## config.mk

```make
export PLATFORM = sky130hd
export DESIGN_NAME = multicycle_ctrl_fsm
export DESIGN_NICKNAME = d
export VERILOG_FILES = /design/src/rtl/multicycle_ctrl_fsm.sv
export SDC_FILE = /design/constraint.sdc
export NUM_CORES = 1
export LEC_CHECK = 0
export CORE_MARGIN = 3
export CORE_UTILIZATION = 49
export DETAILED_ROUTE_END_ITERATION = 7
export GPL_ROUTABILITY_DRIVEN = 1
export PLACE_DENSITY = 0.79
export SLEW_MARGIN = 20
export SYNTH_ARGS = -nofsm -noshare
export SYNTH_HDL_FRONTEND = slang
export SYNTH_SLANG_ARGS = --single-unit
export TNS_END_PERCENT = 100
```

## constraint.sdc

```tcl
create_clock -name clk -period 4.7 [get_ports clk]
set_input_delay 0.705 -clock clk [delete_from_list [all_inputs] [get_ports clk]]
set_output_delay 0.705 -clock clk [all_outputs]
set_load 0.02 [all_outputs]
```

## src/rtl/multicycle_ctrl_fsm.sv

```systemverilog
// Multi-cycle KGPRisc control FSM: FETCH/DECODE/EXEC/MEM/WB sequencing with
// variable-latency memory handshakes, branch evaluation, retire counting and traps.
module multicycle_ctrl_fsm #(
    parameter int OPW     = 6,
    parameter int ALUW    = 3,
    parameter int MEM_TMO = 15,
    parameter int CNT_W   = 32
) (
    input  logic             clk,
    input  logic             rst_n,
    input  logic [OPW-1:0]   opcode,
    input  logic             imem_ready,
    input  logic             dmem_ready,
    input  logic             flag_z,
    input  logic             flag_c,
    input  logic             flag_s,
    input  logic             flag_v,
    output logic             imem_req,
    output logic             ir_write,
    output logic             dmem_read,
    output logic             dmem_write,
    output logic [ALUW-1:0]  alu_op,
    output logic             alu_src,
    output logic             flags_we,
    output logic             reg_write,
    output logic             mem_to_reg,
    output logic             pc_write,
    output logic [1:0]       pc_src,
    output logic             push_ret,
    output logic             busy,
    output logic             trap,
    output logic [1:0]       trap_cause,
    output logic [CNT_W-1:0] retired
);

    localparam int TW = $clog2(MEM_TMO + 1);
    localparam logic [TW-1:0] TMO = TW'(MEM_TMO);

    // Opcode map: ALU ops, immediate/shift-amount forms, memory ops, then all branches from 0x14 up
    localparam logic [OPW-1:0] OP_ADD   = OPW'(6'h00);
    localparam logic [OPW-1:0] OP_COMP  = OPW'(6'h01);
    localparam logic [OPW-1:0] OP_AND   = OPW'(6'h02);
    localparam logic [OPW-1:0] OP_XOR   = OPW'(6'h03);
    localparam logic [OPW-1:0] OP_SHLL  = OPW'(6'h04);
    localparam logic [OPW-1:0] OP_SHRL  = OPW'(6'h05);
    localparam logic [OPW-1:0] OP_ADDI  = OPW'(6'h08);
    localparam logic [OPW-1:0] OP_COMPI = OPW'(6'h09);
    localparam logic [OPW-1:0] OP_SHLLV = OPW'(6'h0C);
    localparam logic [OPW-1:0] OP_SHRLV = OPW'(6'h0D);
    localparam logic [OPW-1:0] OP_SHRA  = OPW'(6'h0E);
    localparam logic [OPW-1:0] OP_LW    = OPW'(6'h10);
    localparam logic [OPW-1:0] OP_SW    = OPW'(6'h11);
    localparam logic [OPW-1:0] OP_SHRAV = OPW'(6'h12);
    localparam logic [OPW-1:0] OP_B     = OPW'(6'h14);
    localparam logic [OPW-1:0] OP_BR    = OPW'(6'h15);
    localparam logic [OPW-1:0] OP_BZ    = OPW'(6'h16);
    localparam logic [OPW-1:0] OP_BNZ   = OPW'(6'h17);
    localparam logic [OPW-1:0] OP_BCY   = OPW'(6'h18);
    localparam logic [OPW-1:0] OP_BNCY  = OPW'(6'h19);
    localparam logic [OPW-1:0] OP_BS    = OPW'(6'h1A);
    localparam logic [OPW-1:0] OP_BNS   = OPW'(6'h1B);
    localparam logic [OPW-1:0] OP_BV    = OPW'(6'h1C);
    localparam logic [OPW-1:0] OP_BNV   = OPW'(6'h1D);
    localparam logic [OPW-1:0] OP_CALL  = OPW'(6'h1E);
    localparam logic [OPW-1:0] OP_RET   = OPW'(6'h1F);

    typedef enum logic [2:0] {
        S_IDLE, S_FETCH, S_DECODE, S_EXEC, S_MEM, S_WB, S_TRAP
    } state_t;

    state_t           state, state_next;
    logic [OPW-1:0]   op_q;
    logic [TW-1:0]    wait_cnt;
    logic [1:0]       cause_q;
    logic [CNT_W-1:0] ret_q;
    logic             retire;
    logic             is_lw, is_sw, is_br, timed_out;

    function automatic logic op_legal(input logic [OPW-1:0] op);
        case (op)
            OP_ADD, OP_COMP, OP_AND, OP_XOR, OP_SHLL, OP_SHRL, OP_ADDI, OP_COMPI,
            OP_SHLLV, OP_SHRLV, OP_SHRA, OP_LW, OP_SW, OP_SHRAV,
            OP_B, OP_BR, OP_BZ, OP_BNZ, OP_BCY, OP_BNCY, OP_BS, OP_BNS,
            OP_BV, OP_BNV, OP_CALL, OP_RET: op_legal = 1'b1;
            default:                        op_legal = 1'b0;
        endcase
    endfunction

    assign is_lw      = (op_q == OP_LW);
    assign is_sw      = (op_q == OP_SW);
    assign is_br      = (op_q >= OP_B);
    assign timed_out  = (wait_cnt == TMO);
    assign trap_cause = cause_q;
    assign retired    = ret_q;

    always_ff @(posedge clk or negedge rst_n) begin
        if (!rst_n) state <= S_IDLE;
        else        state <= state_next;
    end

    always_ff @(posedge clk or negedge rst_n) begin
        if (!rst_n) begin
            op_q     <= '0;
            wait_cnt <= '0;
            cause_q  <= '0;
            ret_q    <= '0;
        end else begin
            if (state == S_DECODE) op_q <= opcode;
            // Staying in FETCH/MEM implies ready is low and the limit is not yet reached
            if (state_next != state)
                wait_cnt <= '0;
            else if (state == S_FETCH || state == S_MEM)
                wait_cnt <= wait_cnt + TW'(1);
            if (state_next == S_TRAP && state != S_TRAP)
                cause_q <= (state == S_DECODE) ? 2'b01 : (state == S_FETCH) ? 2'b10 : 2'b11;
            if (retire) ret_q <= ret_q + CNT_W'(1);
        end
    end

    always_comb begin
        state_next = state;
        case (state)
            S_IDLE:   state_next = S_FETCH;
            S_FETCH:  if (imem_ready) state_next = S_DECODE;
                      else if (timed_out) state_next = S_TRAP;
            S_DECODE: state_next = op_legal(opcode) ? S_EXEC : S_TRAP;
            S_EXEC:   if (is_br) state_next = S_FETCH;
                      else if (is_lw || is_sw) state_next = S_MEM;
                      else state_next = S_WB;
            S_MEM:    if (dmem_ready) state_next = is_lw ? S_WB : S_FETCH;
                      else if (timed_out) state_next = S_TRAP;
            S_WB:     state_next = S_FETCH;
            default:  state_next = S_TRAP;
        endcase
    end

    always_comb begin
        imem_req   = 1'b0;
        ir_write   = 1'b0;
        dmem_read  = 1'b0;
        dmem_write = 1'b0;
        alu_op     = '0;
        alu_src    = 1'b0;
        flags_we   = 1'b0;
        reg_write  = 1'b0;
        mem_to_reg = 1'b0;
        pc_write   = 1'b0;
        pc_src     = 2'd0;
        push_ret   = 1'b0;
        retire     = 1'b0;
        busy       = (state != S_IDLE) && (state != S_TRAP);
        trap       = (state == S_TRAP);
        case (state)
            S_FETCH: begin
                imem_req = 1'b1;
                ir_write = imem_ready;
            end
            S_EXEC: begin
                case (op_q)
                    OP_ADDI, OP_LW, OP_SW: begin alu_op = ALUW'(0); alu_src = 1'b1; end
                    OP_COMP:               alu_op = ALUW'(1);
                    OP_COMPI:              begin alu_op = ALUW'(1); alu_src = 1'b1; end
                    OP_AND:                alu_op = ALUW'(2);
                    OP_XOR:                alu_op = ALUW'(3);
                    OP_SHLL:               begin alu_op = ALUW'(4); alu_src = 1'b1; end
                    OP_SHLLV:              alu_op = ALUW'(4);
                    OP_SHRL:               begin alu_op = ALUW'(5); alu_src = 1'b1; end
                    OP_SHRLV:              alu_op = ALUW'(5);
                    OP_SHRA:               begin alu_op = ALUW'(6); alu_src = 1'b1; end
                    OP_SHRAV:              alu_op = ALUW'(6);
                    default:               ;
                endcase
                flags_we = !is_br && !is_lw && !is_sw;
                if (is_br) begin
                    pc_write = 1'b1;
                    retire   = 1'b1;
                    case (op_q)
                        OP_B:    pc_src = 2'd1;
                        OP_BR:   pc_src = 2'd2;
                        OP_RET:  pc_src = 2'd3;
                        OP_CALL: begin pc_src = 2'd1; push_ret = 1'b1; end
                        OP_BZ:   pc_src = {1'b0, flag_z};
                        OP_BNZ:  pc_src = {1'b0, !flag_z};
                        OP_BCY:  pc_src = {1'b0, flag_c};
                        OP_BNCY: pc_src = {1'b0, !flag_c};
                        OP_BS:   pc_src = {1'b0, flag_s};
                        OP_BNS:  pc_src = {1'b0, !flag_s};
                        OP_BV:   pc_src = {1'b0, flag_v};
                        OP_BNV:  pc_src = {1'b0, !flag_v};
                        default: pc_src = 2'd0;
                    endcase
                end
            end
            S_MEM: begin
                dmem_read  = is_lw;
                dmem_write = is_sw;
                if (is_sw && dmem_ready) begin
                    pc_write = 1'b1;
                    retire   = 1'b1;
                end
            end
            S_WB: begin
                reg_write  = 1'b1;
                mem_to_reg = is_lw;
                pc_write   = 1'b1;
                retire     = 1'b1;
            end
            default: ;
        endcase
    end

endmodule

```

==> flow_summary.json, run 1 <==
{
  "nets": 363,
  "viasPerCell": 5.54,
  "ys_async_sr_fraction": 1.00,
  "wl_per_cell_um": 14.6,
  "rows": 26,
  "crit_type": "flip-flop to output pin",
  "cts.sinks": 47,
  "vias": 2317,
  "pwr-share-comb": 0.437,
  "ios": 65,
  "drive_gt1_frac": 0.0603,
  "ant_nets": 0,
  "start_util": 0.515,
  "status": "finished clean",
  "htreeDepth": 2,
  "period_share": 0.740,
  "clk-insertion-delay-late_ps": 310,
  "ys_ff_latch": 47,
  "hold_buffers": 0,
  "dpl_cell_area_um2": 3350,
  "p_leak_nw": 1.43,
  "p_int_mw": 0.905,
  "syn_area_um2": 2680,
  "crit_path_end_kind": "output pin",
  "synth_edf_count": 0,
  "antenna_found_initial": 0,
  "grt.total_usage": 0.206,
  "grt_pass1_vias": 2172,
  "synth_nets": 303,
  "synthTopCellsByCount": "47 x dfrtp_1, 34 x nand2_1, 27 x xnor2_1",
  "yosysMostFrequentCell": "dfrtp_1",
  "p_per_area_nw_per_um2": 458,
  "routed_wl_um": 6120,
  "ys_seq_area_frac": 0.439,
  "hold_viol_final": 0,
  "slew_violations": 0,
  "grt_first_pass_wirelength_um": 10500,
  "clockRootBuffer": "clkbuf_8",
  "num_antenna_cells": 0,
  "yosys_warnings": 0,
  "yosys.area.top_type": "dfrtp_1",
  "crit_required_ps": 3990,
  "min_path_type": "primary input to asynchronous set/reset pin",
  "die_area_um2": 6400,
  "vdd_ir_drop_max_v": 0.000370,
  "clkSlewWorstSetupHoldPaths_ps": 100,
  "fin_util": 0.663,
  "max_slew_margin": 0.442,
  "grt_start_max_net_pins": 48,
  "max_freq_mhz": 287,
  "syn_inst": 287,
  "pwr-share-clk": 0.167,
  "yosys.area.top_type_share": 0.439,
  "overflow": 0,
  "switching_share": 0.428,
  "synth-main-ff-cell": "dfrtp_1",
  "syn2layout_area_growth_pct": 28.8,
  "synth_cell_types": 57,
  "die_w_um": 80.0,
  "clockBufferDepth": 2,
  "p_seq_frac": 0.396,
  "setup_violations": 0,
  "path_max_fanout": 17,
  "switching_power_mw": 0.677,
  "io_buffers": 64,
  "skew_ps": 12.2,
  "first_iter_violations": 132,
  "maxCapViolCount": 0,
  "worst-slew-pin-transition_ps": 825,
  "dp_hpwl_um": 4520,
  "coreArea_um2": 5200,
  "cts_tree": "built",
  "route.detailed.drc": 0,
  "post_cts_buffers": 0,
  "setup_tns_ps": 0,
  "avgSynthCellArea_um2": 9.34,
  "crit_arrival_ps": 2780,
  "cts_resized": 0,
  "yosys-top-cells-area": "dfrtp_1 44%, xnor2_1 8.8%, nand2_1 4.8%, nor2_1 3.4%, xor2_1 3.3%",
  "dr.pass1.iters": 4,
  "fin_area_um2": 3450,
  "finalCriticalPeriod_ps": 3480,
  "rsz0062_at_grt": "no",
  "die_h_um": 80.0,
  "start_kind": "flip-flop",
  "cts_buffers": 5,
  "finalWeightedCongestion": 0.903
}
per-layer routing:
| metal | vias up | global-route usage | share of wire |
|---|---|---|---|
| met5 | - | 0 | 0 |
| met4 | 0 | 0.0490 | 0.0069 |
| met3 | 2 | 0.0463 | 0.039 |
| met2 | 45 | 0.326 | 0.49 |
| met1 | 1126 | 0.285 | 0.47 |
| li1 | 1144 | - | - |
critical path: stages, from the launching register on:
cell,delay [ps]
dfrtp_1,620
nor4bb_1,790
nand2_1,220
a211oi_1,200
clkdlybuf4s50_1,630
sequential cells by signal, summed over array words and instances, names as in the netlist:
| signal | cells |
|---|---|
| op_q | 6 |
| retired | 32 |
| state | 3 |
| trap_cause | 2 |
| wait_cnt | 4 |
path summary, 6_finish.rpt:
path / startpoint / endpoint / slack, ps / depth (start not counted)
max: state[1] / pc_src[0] / 1220 / 4
min: rst_n / retired[10] / 380 / 1
max reg2reg: state[2] / retired[31] / 2250 / 5
min reg2reg: retired[31] / retired[31] / 480 / 1
max in group asynchronous: rst_n / wait_cnt[2] / 3920 / 1
min in group clk: retired[31] / retired[31] / 480 / 1
cells in the final DEF (no fill, tap or decap), types with 5 or more instances in the layout:
| cell type | synthesis | routed |
|---|---|---|
| a21oi_1 | 7 | 7 |
| and3_1 | 7 | 7 |
| clkbuf_8 | 0 | 5 |
| clkdlybuf4s50_1 | 0 | 63 |
| dfrtp_1 | 47 | 47 |
| inv_1 | 10 | 10 |
| nand2_1 | 34 | 34 |
| nand3_1 | 15 | 15 |
| nand4_1 | 11 | 11 |
| nor2_1 | 24 | 24 |
| nor3_1 | 11 | 11 |
| o21ai_0 | 10 | 10 |
| xnor2_1 | 27 | 27 |
| xor2_1 | 10 | 10 |
metrics by stage:
stage	power (mW)	setup slack [ps]	cells	hold WS (ps)
final	1.58	1220	418	384
after global routing	1.70	998	418	429
after CTS	1.59	1250	418	486
after detailed placement	1.32	1510	410	470
after global placement	1.31	1550	410	466
after floorplan	1.09	2140	287	409
logic make-up (layout without fill, tap and decap cells):
family          after synthesis  count (layout)  synth area share
flops                        47              47             0.439
fa+ha+maj                     2               2           0.00933
compound gates               43              43             0.120
xor+xnor                     37              37             0.121
simple gates                133             133             0.263
mux                           4               4            0.0154
buf+inv                      21              82            0.0327
power groups by stage:
stage	clock network, mW	logic, mW	registers (mW)
detailed placement	0	0.688	0.635
CTS	0.268	0.694	0.627
floorplan	0	0.509	0.584
finish	0.264	0.691	0.627
global placement	0	0.675	0.630
global route	0.289	0.760	0.651
layout make-up:
type	count	area [µm²]
multi-input cells	219	1420
clock inverters	3	27.5
repair buffers	64	638
flip-flops and latches	47	1180
well taps	70	87.6
clock buffers	5	68.8
fillers	446	1750
inverters	10	37.5
Note: power is estimated with default switching activity, not from simulation.
==> run 2: changes to the inputs <==
- clock period: 4.7 -> 3.6 ns (I/O delays scaled with it)
==> run 2 against run 1 <==
Die area stayed put. Count of clock-buffer cells in the layout grew 1. Global-route usage decreased by 0.13 points. Clock power increased by 23%. Combinational power rose by 34%. Hold slack worse by 160 ps. Non-clock buffer count rose by 3. Total power is 31% higher. Sequential cell count stayed put.
==> flow_summary.json, run 2 (same netlist as run 1, synthesis figures left out) <==
{
  "p_per_area_nw_per_um2": 597,
  "cp_slowest_stage_delay_ps": 610,
  "setup_violations": 0,
  "path_max_fanout": 16,
  "cp.depth": 5,
  "start_kind": "flip-flop",
  "largest_reg_flops": 32,
  "fin_area_um2": 3470,
  "viasPerCell": 5.57,
  "antenna_found_initial": 0,
  "cts_buffers": 5,
  "gr-usage-met1": 0.284,
  "wl_per_cell_um": 14.8,
  "rows": 26,
  "worst_hold_slack_ps": 225,
  "dp_hpwl_um": 4550,
  "maxCapViolCount": 0,
  "reg2reg_depth": 5,
  "fin_cells": 421,
  "use_met2": 0.329,
  "syn2layout_area_growth_pct": 29.4,
  "clockRootBuffer": "clkbuf_8",
  "crit_type": "flip-flop to output pin",
  "path_buf_inv": 2,
  "cts_resized": 0,
  "clockBufferDepth": 2,
  "max_freq_mhz": 305,
  "rsz0062_at_grt": "no",
  "crit_arrival_ps": 2740,
  "placedCellCount": 413,
  "grt_use_met3": 0.0406,
  "first_iter_violations": 149,
  "hold_buffers": 0,
  "die_w_um": 80.0,
  "most-common-layout-cells": "63 x clkdlybuf4s50_1, 47 x dfrtp_1, 34 x nand2_1",
  "die_h_um": 80.0,
  "hold_viol_final": 0,
  "grt_first_pass_wirelength_um": 10400,
  "post_cts_buffers": 0,
  "dr.pass1.iters": 5,
  "die_area_um2": 6400,
  "clkSlewWorstSetupHoldPaths_ps": 90,
  "finalCriticalPeriod_ps": 3280,
  "route.detailed.drc": 0,
  "ios": 65,
  "vias": 2346,
  "worst-slew-pin-transition_ps": 944,
  "globalRoute.busiestLayer": "met2",
  "crit_required_ps": 3060,
  "htreeDepth": 2,
  "crit_chain": "or3b_2 -> nor4_2 -> nor2_1 -> inv_1 -> clkdlybuf4s50_1",
  "num_antenna_cells": 0,
  "min_path_type": "primary input to asynchronous set/reset pin",
  "cts.sinks": 47,
  "cp_top_family": "simple AND/OR/NAND/NOR gates",
  "grt.total_usage": 0.204,
  "grt_pass1_vias": 2192,
  "setup_tns_ps": 0,
  "p_leak_nw": 1.44,
  "slew_violations": 0,
  "status": "finished clean",
  "start_util": 0.515,
  "nets": 366,
  "grt_start_max_net_pins": 48,
  "p_total_mw": 2.07,
  "final_common_cell": "clkdlybuf4s50_1",
  "crit_path_top_delay_cell": "dfrtp_1",
  "finalWeightedCongestion": 0.824,
  "routed_wl_um": 6230,
  "period_share": 0.910,
  "skew_ps": 6.32,
  "drive_gt1_frac": 0.0655,
  "cts_tree": "built",
  "coreArea_um2": 5200,
  "clk-insertion-delay-late_ps": 310,
  "io_buffers": 64,
  "crit_path_end_kind": "output pin",
  "ant_nets": 0,
  "overflow": 0,
  "dpl_cell_area_um2": 3380,
  "vdd_ir_drop_max_v": 0.000434,
  "max_slew_margin": 0.365
}
==> run 2: final cells by class <==
class / instances / area [µm²]
clock buffer: 6 / 72.6
clock inverter: 2 / 16.3
fill: 456 / 1740
inverter: 10 / 37.5
multi-input combinational: 219 / 1420
sequential: 47 / 1180
tap: 70 / 87.6
timing repair buffer: 67 / 661
==> run 2: path summary, 6_finish.rpt <==
path / to / startpoint / slack (ps)
max: pc_write / state[2] / 320
min: retired[9] / rst_n / 230
max reg2reg: retired[31] / state[2] / 1150
min reg2reg: retired[31] / retired[31] / 480
max in group asynchronous: state[2] / rst_n / 2980
min in group clk: retired[31] / retired[31] / 480
==> run 2: where the power goes <==
| group | switching [mW] | internal [mW] |
|---|---|---|
| clock network | 0.185 | 0.140 |
| registers | 0.196 | 0.622 |
| logic | 0.492 | 0.435 |
==> run 2: worst reg2reg max path, cell delays in order, from the launching register on <==
cell	delay [ps]
dfrtp_1	610
or3b_2	530
or4_4	540
a21boi_4	320
nand4_1	160
xnor2_1	180
==> run 2: routing by layer <==
layer | vias to the layer above | wire (µm)
met4 | 0 | 65
met2 | 50 | 2980
met3 | 5 | 268
li1 | 1156 | -
met1 | 1135 | 2910
met5 | - | 0
==> run 2: stage by stage <==
stage	setup WS, ps	utilization
final	323	0.666
after detailed placement	675	0.649
after global routing	227	0.666
after floorplan	1210	-
after global placement	728	0.649
after CTS	328	0.666
